--- config.mk ---
export PLATFORM = sky130hd
export DESIGN_NAME = pwm_shadow_update_ctrl_flat
export DESIGN_NICKNAME = d
export VERILOG_FILES = /design/src/rtl/pwm_shadow_update_ctrl_if.sv /design/src/rtl/pwm_shadow_update_ctrl.sv /design/src/flat_wrapper.sv
export SDC_FILE = /design/constraint.sdc
export NUM_CORES = 1
export LEC_CHECK = 0
export CORE_UTILIZATION = 35
export CTS_CLUSTER_DIAMETER = 150
export DETAILED_ROUTE_END_ITERATION = 7
export PLACE_DENSITY = 0.66
export SYNTH_ARGS = -nofsm -noshare
export SYNTH_HDL_FRONTEND = slang
export SYNTH_SLANG_ARGS = --single-unit
--- constraint.sdc ---
create_clock -name clk -period 26 [get_ports clk]
set_clock_uncertainty 0.2 [all_clocks]
set_input_delay 3.9 -clock clk [delete_from_list [all_inputs] [get_ports clk]]
set_output_delay 3.9 -clock clk [all_outputs]
set_load 0.005 [all_outputs]
--- src/rtl/pwm_shadow_update_ctrl_if.sv ---
// Software-side bus for the PWM shadow update controller: shadow writes and commits.
//
// Handshake: a transfer happens on a rising clk edge where valid and ready are
// both high. ready may depend combinationally on the request fields (wr_ready
// depends on wr_chan). The master holds its fields stable while valid is high.
// The slave never waits for valid before raising ready.
interface pwm_shadow_update_ctrl_if #(
  parameter int PWM_WIDTH   = 8,
  parameter int COUNT_WIDTH = 16
);
  localparam int CHAN_W = (PWM_WIDTH > 1) ? $clog2(PWM_WIDTH) : 1;

  logic                   wr_valid;
  logic                   wr_ready;
  logic [CHAN_W-1:0]      wr_chan;
  logic                   wr_sel;
  logic [COUNT_WIDTH-1:0] wr_data;

  logic                   commit_valid;
  logic                   commit_ready;
  logic [PWM_WIDTH-1:0]   commit_mask;
  logic                   commit_force;

  modport master (
    output wr_valid, wr_chan, wr_sel, wr_data,
    output commit_valid, commit_mask, commit_force,
    input  wr_ready, commit_ready
  );

  modport slave (
    input  wr_valid, wr_chan, wr_sel, wr_data,
    input  commit_valid, commit_mask, commit_force,
    output wr_ready, commit_ready
  );
endinterface

--- src/rtl/pwm_shadow_update_ctrl.sv ---
// Double-buffered period/compare scheduler for the PWM core. Software fills
// per-channel shadow registers and commits a channel mask; each masked channel
// copies shadow to active only on a rising edge of its carrier event, so a PWM
// period is never torn. Forced commits or a stopped PWM apply immediately.
module pwm_shadow_update_ctrl #(
  parameter int PWM_WIDTH   = 8,
  parameter int COUNT_WIDTH = 16,
  parameter int TIMEOUT_CYC = 65535
) (
  input  logic                             clk,
  input  logic                             reset,
  input  logic                             pwm_onoff,
  pwm_shadow_update_ctrl_if.slave          bus,
  input  logic [PWM_WIDTH-1:0]             maskevent_x,
  output logic [COUNT_WIDTH*PWM_WIDTH-1:0] period_x,
  output logic [COUNT_WIDTH*PWM_WIDTH-1:0] compare_x,
  output logic [PWM_WIDTH-1:0]             pending_x,
  output logic                             update_done,
  output logic                             timeout_err,
  output logic [1:0]                       fsm_state
);

  localparam int CHAN_W = (PWM_WIDTH > 1) ? $clog2(PWM_WIDTH) : 1;
  localparam int CNT_W  = (TIMEOUT_CYC > 1) ? $clog2(TIMEOUT_CYC) : 1;
  localparam logic [CNT_W-1:0] CNT_LAST = CNT_W'(TIMEOUT_CYC - 1);

  typedef enum logic [1:0] {
    ST_IDLE  = 2'd0,
    ST_ARMED = 2'd1
  } state_t;

  state_t                 state, state_nxt;
  logic [PWM_WIDTH-1:0]   pending, pending_nxt, pending_rem;
  logic [PWM_WIDTH-1:0]   maskevent_d;
  logic [PWM_WIDTH-1:0]   evt;
  logic [PWM_WIDTH-1:0]   wr_hit;
  logic [PWM_WIDTH-1:0]   load;
  logic [CNT_W-1:0]       cnt, cnt_nxt;
  logic                   done_nxt;
  logic                   err_nxt;
  logic                   wr_ready_int;
  logic                   commit_acc;

  logic [COUNT_WIDTH-1:0] shadow_per [PWM_WIDTH];
  logic [COUNT_WIDTH-1:0] shadow_cmp [PWM_WIDTH];
  logic [COUNT_WIDTH-1:0] shadow_per_in [PWM_WIDTH];
  logic [COUNT_WIDTH-1:0] shadow_cmp_in [PWM_WIDTH];
  logic [COUNT_WIDTH-1:0] active_per [PWM_WIDTH];
  logic [COUNT_WIDTH-1:0] active_cmp [PWM_WIDTH];

  // Only rising edges of the carrier events count as transfer points.
  assign evt = maskevent_x & ~maskevent_d;

  assign bus.wr_ready     = wr_ready_int;
  assign bus.commit_ready = (state == ST_IDLE);
  assign commit_acc       = bus.commit_valid && (state == ST_IDLE);

  assign pending_x = pending;
  assign fsm_state = state;

  // Pack active registers onto the flat core-facing buses.
  for (genvar j = 0; j < PWM_WIDTH; j++) begin : g_pack
    assign period_x[COUNT_WIDTH*j +: COUNT_WIDTH]  = active_per[j];
    assign compare_x[COUNT_WIDTH*j +: COUNT_WIDTH] = active_cmp[j];
  end

  // Write acceptance: a pending channel's shadow is frozen until it transfers.
  // An out-of-range channel index is accepted and discarded.
  always_comb begin
    wr_ready_int = 1'b1;
    wr_hit       = '0;
    for (int i = 0; i < PWM_WIDTH; i++) begin
      if (bus.wr_chan == CHAN_W'(i)) begin
        wr_ready_int = ~pending[i];
        wr_hit[i]    = bus.wr_valid & ~pending[i];
      end
    end
  end

  // Shadow values as they stand after this edge's write; a write in the same
  // cycle as an immediate commit is therefore included in that commit.
  always_comb begin
    for (int i = 0; i < PWM_WIDTH; i++) begin
      shadow_per_in[i] = (wr_hit[i] &&  bus.wr_sel) ? bus.wr_data : shadow_per[i];
      shadow_cmp_in[i] = (wr_hit[i] && !bus.wr_sel) ? bus.wr_data : shadow_cmp[i];
    end
  end

  // Next-state logic: commit handling, event-driven transfers and timeout.
  always_comb begin
    state_nxt   = state;
    pending_nxt = pending;
    pending_rem = pending;
    load        = '0;
    cnt_nxt     = cnt;
    done_nxt    = 1'b0;
    err_nxt     = timeout_err;
    unique case (state)
      ST_IDLE: begin
        if (commit_acc && (bus.commit_mask != '0)) begin
          err_nxt = 1'b0;
          if (bus.commit_force || !pwm_onoff) begin
            load     = bus.commit_mask;
            done_nxt = 1'b1;
          end else begin
            pending_nxt = bus.commit_mask;
            cnt_nxt     = '0;
            state_nxt   = ST_ARMED;
          end
        end
      end
      ST_ARMED: begin
        cnt_nxt = cnt + CNT_W'(1);
        // A stopped carrier produces no events, so flush everything left.
        if (!pwm_onoff) begin
          load = pending;
        end else begin
          load = pending & evt;
        end
        pending_rem = pending & ~load;
        if (pending_rem == '0) begin
          pending_nxt = '0;
          done_nxt    = 1'b1;
          cnt_nxt     = '0;
          state_nxt   = ST_IDLE;
        end else if (cnt == CNT_LAST) begin
          // Abort: channels that saw an event this cycle still transferred.
          pending_nxt = '0;
          err_nxt     = 1'b1;
          cnt_nxt     = '0;
          state_nxt   = ST_IDLE;
        end else begin
          pending_nxt = pending_rem;
        end
      end
      default: begin
        state_nxt   = ST_IDLE;
        pending_nxt = '0;
        cnt_nxt     = '0;
      end
    endcase
  end

  // Control state register.
  always_ff @(posedge clk or posedge reset) begin
    if (reset) begin
      state       <= ST_IDLE;
      pending     <= '0;
      cnt         <= '0;
      update_done <= 1'b0;
      timeout_err <= 1'b0;
      maskevent_d <= '0;
    end else begin
      state       <= state_nxt;
      pending     <= pending_nxt;
      cnt         <= cnt_nxt;
      update_done <= done_nxt;
      timeout_err <= err_nxt;
      maskevent_d <= maskevent_x;
    end
  end

  // Shadow registers: written only by software, never by transfers.
  always_ff @(posedge clk or posedge reset) begin
    if (reset) begin
      for (int i = 0; i < PWM_WIDTH; i++) begin
        shadow_per[i] <= '0;
        shadow_cmp[i] <= '0;
      end
    end else begin
      for (int i = 0; i < PWM_WIDTH; i++) begin
        shadow_per[i] <= shadow_per_in[i];
        shadow_cmp[i] <= shadow_cmp_in[i];
      end
    end
  end

  // Active registers: reload from the shadows for every channel in load.
  always_ff @(posedge clk or posedge reset) begin
    if (reset) begin
      for (int i = 0; i < PWM_WIDTH; i++) begin
        active_per[i] <= '0;
        active_cmp[i] <= '0;
      end
    end else begin
      for (int i = 0; i < PWM_WIDTH; i++) begin
        if (load[i]) begin
          active_per[i] <= shadow_per_in[i];
          active_cmp[i] <= shadow_cmp_in[i];
        end
      end
    end
  end

endmodule
--- src/flat_wrapper.sv ---
// flat-port wrapper written by rule: the top's interface ports become plain ports
module pwm_shadow_update_ctrl_flat 
#(
  parameter int PWM_WIDTH   = 8,
  parameter int COUNT_WIDTH = 16,
  parameter int TIMEOUT_CYC = 65535
)
  (clk, reset, pwm_onoff, maskevent_x, period_x, compare_x, pending_x, update_done, timeout_err, fsm_state, bus_wr_valid, bus_wr_chan, bus_wr_sel, bus_wr_data, bus_commit_valid, bus_commit_mask, bus_commit_force, bus_wr_ready, bus_commit_ready);
  pwm_shadow_update_ctrl_if #(.PWM_WIDTH(PWM_WIDTH), .COUNT_WIDTH(COUNT_WIDTH)) bus_i ();
  input  logic clk;
  input  logic reset;
  input  logic pwm_onoff;
  input  logic [PWM_WIDTH-1:0] maskevent_x;
  output logic [COUNT_WIDTH*PWM_WIDTH-1:0] period_x;
  output logic [COUNT_WIDTH*PWM_WIDTH-1:0] compare_x;
  output logic [PWM_WIDTH-1:0] pending_x;
  output logic update_done;
  output logic timeout_err;
  output logic [1:0] fsm_state;
  input wire logic [$bits(bus_i.wr_valid)-1:0] bus_wr_valid;
  input wire logic [$bits(bus_i.wr_chan)-1:0] bus_wr_chan;
  input wire logic [$bits(bus_i.wr_sel)-1:0] bus_wr_sel;
  input wire logic [$bits(bus_i.wr_data)-1:0] bus_wr_data;
  input wire logic [$bits(bus_i.commit_valid)-1:0] bus_commit_valid;
  input wire logic [$bits(bus_i.commit_mask)-1:0] bus_commit_mask;
  input wire logic [$bits(bus_i.commit_force)-1:0] bus_commit_force;
  output wire logic [$bits(bus_i.wr_ready)-1:0] bus_wr_ready;
  output wire logic [$bits(bus_i.commit_ready)-1:0] bus_commit_ready;
  assign bus_i.wr_valid = bus_wr_valid;
  assign bus_i.wr_chan = bus_wr_chan;
  assign bus_i.wr_sel = bus_wr_sel;
  assign bus_i.wr_data = bus_wr_data;
  assign bus_i.commit_valid = bus_commit_valid;
  assign bus_i.commit_mask = bus_commit_mask;
  assign bus_i.commit_force = bus_commit_force;
  assign bus_wr_ready = bus_i.wr_ready;
  assign bus_commit_ready = bus_i.commit_ready;
  pwm_shadow_update_ctrl #(.PWM_WIDTH(PWM_WIDTH), .COUNT_WIDTH(COUNT_WIDTH), .TIMEOUT_CYC(TIMEOUT_CYC)) u_core (.clk(clk), .reset(reset), .pwm_onoff(pwm_onoff), .bus(bus_i), .maskevent_x(maskevent_x), .period_x(period_x), .compare_x(compare_x), .pending_x(pending_x), .update_done(update_done), .timeout_err(timeout_err), .fsm_state(fsm_state));
endmodule
==> impl_metrics.ini, run 1 <==
[power]
p_sw_share_pct = 26.74
leakage_uw = 0.01241
worst_ir_drop_vdd_v = 0.00006482
seqPwrFrac_pct = 41.7
p_comb_share_pct = 33.2
netSwitchingPower_uw = 856.0
pwr-share-clk_pct = 25.1
p_per_area_nw_per_um2 = 115.2
power_report.internal_total_uw = 2345

[worst_setup_path]
setup.reg_to_reg.worst_slack_ns = 23.09
critical_path.max_fanout = 9
cp.required_ns = 21.90
timing.critical_path.from_type = input port
critical_path_class = input port to output pin
cp.arrival_ns = 5.72
cp-end-kind = output pin

[floorplanning]
ios = 312
floorplan.die_area_sq_um = 63670
floorplan.initialDensity_pct = 35.48
die_width_microns = 252.3
die_h_microns = 252.3
placementRows = 91
core_area_sq_um = 61830

[sta]
clock.fmax_mhz = 101.9
maxSlewHeadroom_pct = 26.18
post-route-period-util_pct = 37.76
final-setup-viol-count = 0
fin_tns_setup_ns = 0
post-route-min-period_ns = 9.818
slew_violations = 0
report.final.hold_viol_count = 0
grt_setup_unrepaired = false
final.hold.worst_slack_ns = 0.2890
max_slew.worst_pin.slew_ns = 1.104

[routing]
routed-via-count = 12130
wirelength_microns = 56150
via_per_inst = 4.805
drt_pass1_iterations = 4
maxUsedRoutingLayer = met4
wl_met3_microns = 3666
wl_met2_microns = 25890
wl_per_cell_microns = 22.24
drcViolationCount = 0
first_iter_violations = 561
met1Wirelength_microns = 25600
detail-route-antenna-nets = 0

[final_layout]
finish.net_count = 1689
antenna-diode-count = 0
layout-drive-gt1-share_pct = 38.27
nFillCells = 5420
areaGrowthSynthToFinish_pct = 26.65

[clocking]
cts_sinks = 547
post-cts-setup-buffers = 0
clkLatencyLatePin_ns = 0.61
clock-root-buffer = clkbuf_16
clock_path_buffers = 3
cts_max_level = 2
cts_made_buffers = 57
cts_resized = 0
cts_tree = built
hold_buffers = 0
cts_clk_pin_slew_worst_paths_ns = 0.06

[synthesis]
asr_flop_ratio_synth_pct = 100.0
synthDominantAreaCellType = dfrtp_1
netlist.area_leader.share_pct = 62.41
synth_seq_cells = 547
synthesis.area_sq_um = 21930
yosysMostFrequentCell = dfrtp_1
post_synth_num_cell_types = 49
synth.net_count = 1358
postSynth.topFlopCell = dfrtp_1
synth_commonest_cells = dfrtp_1, mux2_2, mux2_4
avgSynthCellArea_sq_um = 16.69
post_synth_main_area_contributors = dfrtp_1, mux2_4, mux2_2
yosysSeqAreaShare_pct = 62.41
synth_edf_count = 0
mapped_cells = 1314
synth.yosys.warnings = 0

[global_route]
grt_pass1_wl_microns = 85480
grt_pass1_vias = 13220
grt_start_max_net_pins = 127
grt.overflow.total = 0
initial_antenna_violation_count = 3
gr-usage-all-layers_pct = 17.79

[place]
place.detailed.hpwl_microns = 36680
place.port_buffers = 310
gp_routability_congestion = 0.8088

[run]
drv_cap = 0

[status]
run_status = finished, final reports clean

[min_path]
worstHoldPathType = flop to flop
[area by class of cell]
cell class              instances  area [sq um]  share of cell area, %
repair buffers                343          3351                  12.06
well taps                     837          1047                  3.770
multi-input cells             689          7791                  28.05
flip-flops and latches        547         13690                  49.27
inverters                       7         33.78                 0.1216
clock buffers                  80          1663                  5.986
clock inverters                22         205.2                 0.7387
[cells by family after synthesis]
logic type | Yosys count | share of synthesized area, %
xor gates and xnor gates | 7 | 0.2795
DFF | 547 | 62.41
buffers and inverters | 78 | 2.282
and+or+nand+nor | 108 | 2.538
AOI/OAI and AO/OA | 56 | 1.831
adders and majority gates | 2 | 0.1141
muxes | 515 | 30.53
other | 1 | 0.01710
[through the flow]
stage	cells	setup WS [ns]	power, uW	util [%]	instance area (sq um)
finish	2525	16.18	3201	44.93	27780
CTS	2525	16.23	3240	44.93	27780
global route	2525	16.03	3369	44.93	27780
global placement	2423	16.21	2387	41.91	25910
floorplan	1314	6.608	1860	-	21930
detailed placement	2423	16.23	2413	41.91	25910
[placed cells by master (no fill, tap or decap), types with 3 or more instances in the layout]
cell type,n
dfrtp_1,547
clkdlybuf4s50_1,310
mux2_2,262
mux2_4,240
clkbuf_16,57
nand2_1,33
buf_4,33
nor2_1,21
o21ai_0,17
clkbuf_8,15
clkinv_2,15
nand3_1,10
mux2_1,10
nand2b_1,9
clkbuf_1,8
a32o_2,7
nor3_1,6
a22o_1,6
inv_1,5
a21oi_1,5
and3_1,4
a21o_1,4
xor2_1,4
nor2b_1,3
and2_1,3
o211ai_1,3
mux2i_1,3
xnor2_1,3
a211o_1,3
[sequential cells by signal, summed over array words and instances, names as in the netlist]
| name | flops |
|---|---|
| u_core.fsm_state | 1 |
| u_core.timeout_err | 1 |
| u_core.compare_x | 128 |
| u_core.update_done | 1 |
| u_core.pending_x | 8 |
| u_core.period_x | 128 |
| u_core.shadow_per | 128 |
| u_core.shadow_cmp | 128 |
| u_core.maskevent_d | 8 |
| u_core.cnt | 16 |
[metal layers]
| layer | track usage, % | vias to the layer above |
|---|---|---|
| li1 | - | 5317 |
| met1 | 24.10 | 6440 |
| met2 | 28.19 | 313 |
| met3 | 5.057 | 62 |
| met4 | 4.139 | 0 |
| met5 | 0 | - |
[power groups by stage]
stage	clock network (uW)	logic [uW]	registers [uW]
after global routing	861	1140	1370
after CTS	827	1080	1340
after global placement	0	1050	1340
after floorplan	0	540	1320
final	804	1060	1330
after detailed placement	0	1070	1350
[final timing paths]
path / start / end / cells after the start
hold / removal: u_core.shadow_per[46]$_DFF_PP0_ / u_core.shadow_per[46]$_DFF_PP0_ / 1
max in group asynchronous: reset / u_core.compare_x[106]$_DFFE_PP0P_ / 5
setup reg to reg: u_core.pending_x[0]$_DFFE_PP0P_ / u_core.compare_x[9]$_DFFE_PP0P_ / 4
setup / recovery: bus_wr_chan[0] / bus_wr_ready / 6
min in group asynchronous: reset / u_core.maskevent_d[6]$_DFF_PP0_ / 2
hold reg to reg: u_core.shadow_per[46]$_DFF_PP0_ / u_core.shadow_per[46]$_DFF_PP0_ / 1
[critical path, cell delays in order]
cell,delay [ns]
clkdlybuf4s50_1,0.69
nand2b_1,0.13
nor2_1,0.20
a21oi_1,0.06
o21ai_0,0.20
clkdlybuf4s50_1,0.53
Power figures use the tool's default switching activity.
==> run 2: changes to the inputs <==
- PLACE_DENSITY: 0.66 -> 0.68
- clock period: 26 -> 8.62 ns (I/O delays scaled with it)
==> run 2 against run 1 <==
  * Highest routed layer unchanged
  * First-iteration DRC count increased by 1.1%
  * Global-route usage increased by 0.12 points
  * Clock power increased to 3.2 times the previous value
  * Critical path depth increased by 1
  * Register-to-register slack got worse by 18 ns
  * Critical path type unchanged
  * Via count increased by 0.47%
==> impl_metrics.ini, run 2 (same netlist as run 1, synthesis figures left out) <==
[clocking]
cts_made_buffers = 59
cts_tree = built
cts_resized = 0
cts_max_level = 2
cts_sinks = 547
clock-root-buffer = clkbuf_16
post-cts-setup-buffers = 0
hold_buffers = 0
clock_path_buffers = 3
cts_clk_pin_slew_worst_paths_ns = 0.06
clkLatencyLatePin_ns = 0.61

[floorplanning]
die_width_microns = 252.3
floorplan.die_area_sq_um = 63670
core_area_sq_um = 61830
ios = 312
placementRows = 91
die_h_microns = 252.3
floorplan.initialDensity_pct = 35.48

[final_layout]
final_cell_mix = dfrtp_1, clkdlybuf4s50_1, mux2_2
layout.cells.most_common = dfrtp_1
areaGrowthSynthToFinish_pct = 27.37
finish.net_count = 1690
layout-drive-gt1-share_pct = 38.44
finalInstanceArea_sq_um = 27940
instances_no_fill = 2534

[sta]
maxSlewHeadroom_pct = 27.63
report.final.hold_viol_count = 0
max_slew.worst_pin.slew_ns = 1.082
clock.fmax_mhz = 220.2
post-route-period-util_pct = 52.69
final-setup-viol-count = 0
post-route-min-period_ns = 4.542
grt_setup_unrepaired = false
slew_violations = 0

[global_route]
grt_start_max_net_pins = 129
grt_pass1_wl_microns = 85910
grt.overflow.total = 0
grt_pass1_vias = 13210
gr-usage-all-layers_pct = 17.91
initial_antenna_violation_count = 3

[worst_setup_path]
r2r_start = u_core.pending_x[0]$_DFFE_PP0P_
critical_path.max_fanout = 9
critical-path-top-cell-by-count = clkdlybuf4s50_1
timing.critical_path.slowest_cell_delay_ns = 0.68
critical_path.slowest_cell = clkdlybuf4s50_1
worstSetupStartpoint = bus_wr_chan[0]
crit-reg2reg-capture = u_core.compare_x[9]$_DFFE_PP0P_
timing.reg2reg.worst_path_depth = 4
setup.reg_to_reg.worst_slack_ns = 5.45
cp.arrival_ns = 3.05
timing.critical_path.from_type = input port
cp.required_ns = 7.13
cp-endpoint = bus_wr_ready
cp-end-kind = output pin
critical_path_class = input port to output pin
crit_path_cell_trace = clkdlybuf4s50_1 > mux2i_1 > a21oi_1 > nor2_1 > a31oi_1 > o21ai_0 > clkdlybuf4s50_1

[place]
place.port_buffers = 310
dp_cells = 2422
dpl_cell_area_sq_um = 25950
place.detailed.hpwl_microns = 36310
gp_routability_congestion = 0.8137

[routing]
wl_per_cell_microns = 22.34
first_iter_violations = 567
drcViolationCount = 0
drt_pass1_iterations = 4
routed-via-count = 12190
detail-route-antenna-nets = 0
wirelength_microns = 56600
via_per_inst = 4.810

[power]
worst_ir_drop_vdd_v = 0.0001905
p_per_area_nw_per_um2 = 349.7
leakage_uw = 0.01246

[run]
drv_cap = 0

[status]
run_status = finished, final reports clean

[min_path]
worstHoldPathType = flop to flop
## run 2: worst min path at each step
stage	from	end	slack, ns	cells past startpoint
after detailed placement	u_core.shadow_per[40]$_DFF_PP0_	u_core.shadow_per[40]$_DFF_PP0_	0.28	1
final	u_core.shadow_per[39]$_DFF_PP0_	u_core.shadow_per[39]$_DFF_PP0_	0.29	1
after global placement	u_core.shadow_per[45]$_DFF_PP0_	u_core.shadow_per[45]$_DFF_PP0_	0.27	1
after CTS	u_core.shadow_per[40]$_DFF_PP0_	u_core.shadow_per[40]$_DFF_PP0_	0.29	1
after floorplan	u_core.shadow_per[45]$_DFF_PP0_	u_core.shadow_per[45]$_DFF_PP0_	0.26	1
after global routing	u_core.shadow_per[119]$_DFF_PP0_	u_core.shadow_per[119]$_DFF_PP0_	0.31	1
## run 2: where the power goes
part	switching (uW)	internal, uW
combinational	1080	2150
sequential	483	3520
clock	1060	1480
## run 2: metal layers
metal	track usage, %	share of wire (%)	up-vias
met3	5.458	7.2	67
li1	-	-	5314
met2	27.77	46	345
met5	0	0	-
met1	24.70	45	6463
met4	3.792	1.5	0
## run 2: layout make-up
cell class | count | area, sq um
diodes | 1 | 2.502
clock buffers | 80 | 1665
clock inverters | 31 | 315.3
fillers | 5424 | 33890
inverters | 7 | 30.03
multi-input cells | 689 | 7795
flip-flops and latches | 547 | 13690
well taps | 837 | 1047
repair buffers | 342 | 3393
## run 2: critical path, delay by kind of cell
kind            cells  cell delay, ns
mux                 1            0.22
buf+inv             2            1.20
simple gates        1            0.11
compound gates      3            0.21
## run 2: metrics by stage
stage / setup TNS [ns] / total power, uW / utilization (%) / setup slack, ns / hold WS, ns
after floorplan: -172.24 / 5611 / - / -0.3149 / 0.2560
after global placement: 0 / 7190 / 41.98 / 4.063 / 0.2671
after detailed placement: 0 / 7278 / 41.98 / 4.022 / 0.2819
after CTS: 0 / 9894 / 45.18 / 4.079 / 0.2950
after global routing: 0 / 10270 / 45.18 / 3.966 / 0.3054
final: 0 / 9769 / 45.19 / 4.078 / 0.2915
